## config.mk

```make
export PLATFORM = sky130hd
export DESIGN_NAME = axi_stream_length_unpack
export DESIGN_NICKNAME = d
export VERILOG_FILES = /design/src/rtl/axi_stream_length_unpack.sv
export SDC_FILE = /design/constraint.sdc
export NUM_CORES = 1
export LEC_CHECK = 0
export CAP_MARGIN = 10
export CORE_AREA = 2 2 74 147
export DETAILED_ROUTE_END_ITERATION = 7
export DIE_AREA = 0 0 76 149
export GPL_TIMING_DRIVEN = 0
export HOLD_SLACK_MARGIN = 0.03
export PLACE_DENSITY_LB_ADDON = 0.25
export REMOVE_ABC_BUFFERS = 1
export SYNTH_ARGS = -nofsm -noshare
export SYNTH_HDL_FRONTEND = slang
export SYNTH_SLANG_ARGS = --single-unit
```

## constraint.sdc

```tcl
create_clock -name aclk -period 4.35 [get_ports aclk]
set_input_delay 0.87 -clock aclk [delete_from_list [all_inputs] [get_ports aclk]]
set_output_delay 0.87 -clock aclk [all_outputs]
set_load 0.01 [all_outputs]
```

## src/rtl/axi_stream_length_unpack.sv

```systemverilog
// Length-framed AXI-Stream unpacker.
// Each input frame is a header beat carrying a length field, followed by
// payload beats. The header is stripped, the payload is passed through with
// zero latency, and tlast is regenerated from the declared length. Frames
// whose input tlast disagrees with the declared length are flagged: a short
// frame is cut at the input tlast, and a long frame is cut at the declared
// length with the remaining input beats discarded up to the input tlast.
module axi_stream_length_unpack #(
  parameter int DSIZE = 32,
  parameter int LSIZE = 16,
  parameter int CSIZE = 32
) (
  input  logic             aclk,
  input  logic             aresetn,
  // framed input stream (header + payload)
  input  logic [DSIZE-1:0] axis_in_tdata,
  input  logic             axis_in_tvalid,
  input  logic             axis_in_tlast,
  output logic             axis_in_tready,
  // payload-only output stream
  output logic [DSIZE-1:0] axis_out_tdata,
  output logic             axis_out_tvalid,
  output logic             axis_out_tlast,
  input  logic             axis_out_tready,
  // status
  output logic             err_short,
  output logic             err_long,
  output logic [CSIZE-1:0] pkt_cnt,
  output logic [CSIZE-1:0] err_cnt
);

  typedef enum logic [1:0] {
    HEAD    = 2'd0,
    PAYLOAD = 2'd1,
    DRAIN   = 2'd2
  } state_t;

  state_t           state;
  state_t           state_nxt;
  logic [LSIZE-1:0] len_reg;
  logic [LSIZE-1:0] len_nxt;
  logic [LSIZE-1:0] beat_cnt;
  logic [LSIZE-1:0] beat_nxt;
  logic             err_short_nxt;
  logic             err_long_nxt;
  logic             pkt_done;
  logic             at_len;
  logic             out_hs;

  // Payload data is a straight wire; tvalid/tlast gate whether it is visible.
  assign axis_out_tdata = axis_in_tdata;

  // The declared last beat is reached when the counter equals the latched
  // length; comparing before increment means len = all-ones never wraps.
  assign at_len = (beat_cnt == len_reg);
  assign out_hs = axis_out_tvalid && axis_out_tready;

  // Next-state, handshake steering and error/packet event decode.
  always_comb begin
    state_nxt       = state;
    len_nxt         = len_reg;
    beat_nxt        = beat_cnt;
    axis_in_tready  = 1'b0;
    axis_out_tvalid = 1'b0;
    axis_out_tlast  = 1'b0;
    err_short_nxt   = 1'b0;
    err_long_nxt    = 1'b0;
    pkt_done        = 1'b0;
    case (state)
      HEAD: begin
        axis_in_tready = 1'b1;
        if (axis_in_tvalid) begin
          if (axis_in_tlast) begin
            // header with no payload behind it
            err_short_nxt = 1'b1;
          end else begin
            len_nxt   = axis_in_tdata[LSIZE-1:0];
            beat_nxt  = {LSIZE{1'b0}};
            state_nxt = PAYLOAD;
          end
        end else begin
          state_nxt = HEAD;
        end
      end
      PAYLOAD: begin
        axis_out_tvalid = axis_in_tvalid;
        axis_in_tready  = axis_out_tready;
        axis_out_tlast  = at_len || axis_in_tlast;
        if (out_hs) begin
          if (axis_in_tlast) begin
            // normal end, or short when the length was not yet reached
            pkt_done      = 1'b1;
            err_short_nxt = !at_len;
            state_nxt     = HEAD;
          end else if (at_len) begin
            // declared length exhausted but the input frame continues
            pkt_done     = 1'b1;
            err_long_nxt = 1'b1;
            state_nxt    = DRAIN;
          end else begin
            beat_nxt = beat_cnt + LSIZE'(1);
          end
        end else begin
          state_nxt = PAYLOAD;
        end
      end
      DRAIN: begin
        axis_in_tready = 1'b1;
        if (axis_in_tvalid && axis_in_tlast) begin
          state_nxt = HEAD;
        end else begin
          state_nxt = DRAIN;
        end
      end
      default: begin
        state_nxt = HEAD;
      end
    endcase
  end

  // State, length and beat counter registers.
  always_ff @(posedge aclk or negedge aresetn) begin
    if (!aresetn) begin
      state    <= HEAD;
      len_reg  <= {LSIZE{1'b0}};
      beat_cnt <= {LSIZE{1'b0}};
    end else begin
      state    <= state_nxt;
      len_reg  <= len_nxt;
      beat_cnt <= beat_nxt;
    end
  end

  // Registered one-cycle error pulses and wrapping event counters.
  always_ff @(posedge aclk or negedge aresetn) begin
    if (!aresetn) begin
      err_short <= 1'b0;
      err_long  <= 1'b0;
      pkt_cnt   <= {CSIZE{1'b0}};
      err_cnt   <= {CSIZE{1'b0}};
    end else begin
      err_short <= err_short_nxt;
      err_long  <= err_long_nxt;
      if (pkt_done) begin
        pkt_cnt <= pkt_cnt + CSIZE'(1);
      end
      if (err_short_nxt || err_long_nxt) begin
        err_cnt <= err_cnt + CSIZE'(1);
      end
    end
  end

endmodule

```

After elaboration in Yosys (flattened, before gate mapping)
Cells that the tools add are included.

word-level totals
  output and inout port bits = 101
  bits of input ports = 37
  register bits = 100

operators by class
  $add $sub $neg = 3
  multiplexer cells = 28
  reduce and logical (&&, ||, !) cells = 11
  bitwise logic cells = 1
  eq/ne operators = 10

operator list
  cell                     number
  $mux W16                 5
  $add A32 B1 Y32 const B  2
  $pmux W16 S2             1
  $add A16 B1 Y16 const B  1
  $eq A16 B16 Y1           1
  $mux W1                  13
  $mux W2                  6
  $ne A2 B2 Y1 const B     5
  $pmux W2 S3              1
  $reduce_and A6 Y1        1
  $ne A4 B4 Y1 const B     1
  $pmux W1 S2              2
  $ne A3 B3 Y1 const B     1
  $reduce_and A3 Y1        1
  $eq A2 B1 Y1 const B     1
  $eq A2 B2 Y1 const B     1
  $logic_and A1 B1 Y1      2
  $logic_not A2 Y1         1
  $logic_or A1 B1 Y1       2
  $reduce_and A2 Y1        1
  $reduce_bool A2 Y1       1
  $reduce_or A2 Y1         1
  $logic_not A1 Y1         1
  $not A1 Y1               1

Depth between registers and ports, before layout
  depth in word-level cells = 6
  gate-level depth with buffers = 8
  depth with buffers taken out = 7

Worst setup path after synthesis
Ideal clock, no wire load.

  path type = register to output
  start point = register beat_cnt[6]
  end point = output port axis_out_tlast
  required time = 3.480 ns
  arrival time = 1.450 ns
  path slack = 2.030 ns
  cell stages (with the launch flop) = 6
  buffers on the path = 1
  path through = dfrtp_1 buf_6 xor2_1 nor4_4 a41oi_1 nor2_1

between the ends
  cells in the longest elaborated chain, start to end = 3

RTL lines
  what                    line  RTL
  from (decl)             42    logic [LSIZE-1:0] beat_cnt;
  from (signal assigned)  126   beat_cnt <= {LSIZE{1'b0}};
  from (signal assigned)  130   beat_cnt <= beat_nxt;
  $eq A16 B16 Y1          55    assign at_len = (beat_cnt == len_reg);
  $logic_or A1 B1 Y1      88    axis_out_tlast = at_len || axis_in_tlast;
  $mux W1                 69    case (state)
  to (decl)               23    output logic axis_out_tlast,

No other way between the ends.

Final worst setup path
  start point = input port axis_in_tlast
  end point = output port axis_out_tlast

between the ends
  cells in the longest elaborated chain, start to end = 2

RTL lines
  what                line  RTL
  from (decl)         18    input logic axis_in_tlast,
  $logic_or A1 B1 Y1  88
  $mux W1             69

No other way between the ends.

==> results.md <==
- Count of pins over their slew limit: 0
- Antenna Violating Nets Remaining: 0
- Layout cell share with drive strength beyond 1: 11.9%
- Arrival time of the worst setup path: 2790 ps
- Number of sinks driven by the clock tree: 100
- Via count of the first global-routing pass: around 3600
- Die extent in y: 149 um
- Leakage power summed over all cells: 2.67 nW
- Total of warnings raised by yosys: 0
- Total routing usage reported by global routing: 19.5%
- Effective utilization at floorplan: 51.4%
- Setup repair bufs after CTS: 0
- RSZ-0062 raised after global routing: no
- FF-to-FF Start: state[1]$_DFFE_PN0P_
- CP Launch Type: input pin
- Final routed wirelength across all metal layers: approximately 10 mm
- I/O pin count: 138
- Sequential fraction of the synthesis area: 47.3%
- Routed WL per cell: around 15 um
- DIE WIDTH: ~76 um
- Number of flops mapped to enable cells by yosys: 0
- Area share of xor/xnor cells in the synthesized design: 14.9%
- Dpl hpwl: approximately 7.4 mm
- Basic-gate share of the synthesized area counting and, or, nand and nor cells: ~16%
- Core area: around 10000 um^2
- Worst setup startpoint: axis_in_tlast
- Pwr dens: 405 nW/um^2
- Gp weighted congestion: 0.774
- Largest driver fanout on the critical path: 16
- Crit path required time: roughly 3500 ps
- Non-filler instance count after layout: 683
- Cts hold-fix bufs: 0
- Worst rel slew slack: between 40 and 50%
- Number of placed instances with taps included: 667
- Most common cell after layout, fill and taps aside: clkdlybuf4s50_1
- Number of remaining DRC errors: 0
- Compound-Gate Fraction of Synth Area: 9.75%
- Worst-skew pair later-pin latency: 340 ps
- R2R cell count: 6
- Clk root buf: clkbuf_16
- Worst Max-Slew Pin Slew: 892 ps
- WS Path Type: input pin to output pin
- 1st-pass router iterations: 6
- Final net count: 581
- Post-synthesis area per instance: 11.3 um^2
- Number of CTS-inserted buffers: 9
- Netlist cell types: between 50 and 60
- Synth Cell Area: approximately 5300 um^2
- Highest attainable clock frequency: 0.273 GHz
- Post-route clock skew: 6.04 ps
- Count of buffers from port buffering: 105
- Cells after Synth: roughly 470
- Max H-tree Level: 3
- Largest net degree at the start of global routing: 65
- Flip-flop and latch count after synthesis: 100
- Min Clock Period, post-route: 3660 ps
- Worst hold path stage count: 1
- Top library cells by usage in the layout, fill and taps aside: 104 x clkdlybuf4s50_1, 100 x dfrtp_1, 57 x xnor2_1
- Global route total overflow: 0
- Diode insertion count for antenna repair: 0
- Number of placement rows: 53
- Setup violators final: 0
- Layout overhead on the synthesized area: 23.7%
- Max Root-Sink Buffers: 2
- Worst Hold Launch: err_cnt[31]$_DFFE_PN0P_
- Mux cell area share after synthesis: 4.55%
- Adder-cell share of the synthesized area: 0.710%
- Final Hold Violating Endpoints: 0
- Top Registers: err_cnt x32, pkt_cnt x32
- Via-per-instance ratio: about 5.4
- Wire length of the first global-routing pass: 17.8 mm
- Main combinational cell family by area after synthesis: simple AND/OR/NAND/NOR gates
- Most instantiated flip-flop cell in the synthesis netlist: dfrtp_1
- Via count: 3673
- Initial antenna violation count: 0
- TritonCTS clock tree: built
- Cells resized by post-CTS repair: 0
- CTS clock-pin slew for the worst setup and hold paths: roughly 70 ps
- Worst hold slack after final layout: 464 ps
- Class of the worst hold path: flip-flop to flip-flop
- Count of routing violations after the opening detailed-route iteration: about 260
- Number of maximum-capacitance constraint violations: 0
- CP endpoint kind: output pin
- Die area: 11300 um^2
- IR drop worst, VDD: between 0.3 and 0.4 mV
- Share of the cycle needed by the critical path after routing: 84.2%
- Post-synthesis async set-or-reset flop share: 100%
- Status: finished clean
-- power breakdown --
part / leakage [nW] / internal, mW / switching (mW)
clock: 0.131 / 0.444 / 0.336
combinational: 1.23 / 0.330 / 0.331
sequential: 1.31 / 1.07 / 0.139
-- stage by stage --
stage | setup TNS, ps | power, mW | instance area [um^2] | util, % | setup WS, ps
6_report | 0 | 2.65 | 6540 | 63.6 | 686
5_1_grt | 0 | 2.79 | 6540 | 63.6 | 570
4_1_cts | 0 | 2.68 | 6540 | 63.6 | 667
3_5_place_dp | 0 | 1.89 | 6240 | 60.7 | 677
3_3_place_gp | -131310 | 1.86 | 6190 | 60.2 | -1320
2_1_floorplan | 0 | 1.60 | 4970 | - | 1460
-- final timing paths --
kind                                           end  slack (ps)
setup / recovery                    axis_out_tlast         690
hold / removal             err_cnt[31]$_DFFE_PN0P_         460
setup reg to reg           err_cnt[18]$_DFFE_PN0P_        1750
hold reg to reg            err_cnt[31]$_DFFE_PN0P_         460
max in group asynchronous  err_cnt[17]$_DFFE_PN0P_        3180
min in group asynchronous  len_reg[11]$_DFFE_PN0P_         490
-- logic make-up after synthesis --
kind of cell	Yosys count
AO/OA/AOI/OAI	56
flip-flops	100
buffers and inverters	59
XOR/XNOR	89
multiplexers	20
adder cells (fa/ha/maj)	3
AND/OR/NAND/NOR	142
-- cell usage after synthesis, types with 4 or more instances --
master     count  area (um^2)
buf_4         32          240
a21oi_1        6         30.0
nor2b_1        4         25.0
xnor2_1       57          499
and2_1         4         25.0
a2111oi_2     11          165
nand4_1       16          100
o21ai_1        4         20.0
nor4_1         4         25.0
dfrtp_1      100         2500
nor4_4         4         85.1
a211oi_1      11         82.6
and3_1        16          100
inv_1         13         48.8
xor2_1        31          272
o2111ai_1      5         43.8
mux2_2        18          203
o21ai_0        6         30.0
nor2_1        24         90.1
nand2_1       26         97.6
clkbuf_1       5         18.8
nand3_1       24          120
nor3_1         4         20.0
-- critical path: stages --
cell	delay [ps]
clkdlybuf4s50_1	680
a41oi_1	600
nor2_1	140
clkdlybuf4s50_1	510
-- per-layer routing --
layer	up-vias	share of wire, %	track usage (%)
met5	-	0	1.36
met4	0	2.1	8.64
met3	16	5.6	4.90
met2	115	47	29.9
met1	1765	46	26.1
li1	1777	-	-
-- layout make-up --
type / instances / area (um^2)
Clock buffer: 10 / 229
Clock inverter: 6 / 65.1
Timing Repair Buffer: 107 / 1100
Tap cell: 137 / 171
Multi-Input combinational cell: 310 / 2420
Sequential cell: 100 / 2500
Inverter: 13 / 48.8
Fill cell: 852 / 3740
No activity file was read; power rests on OpenSTA's default activity.
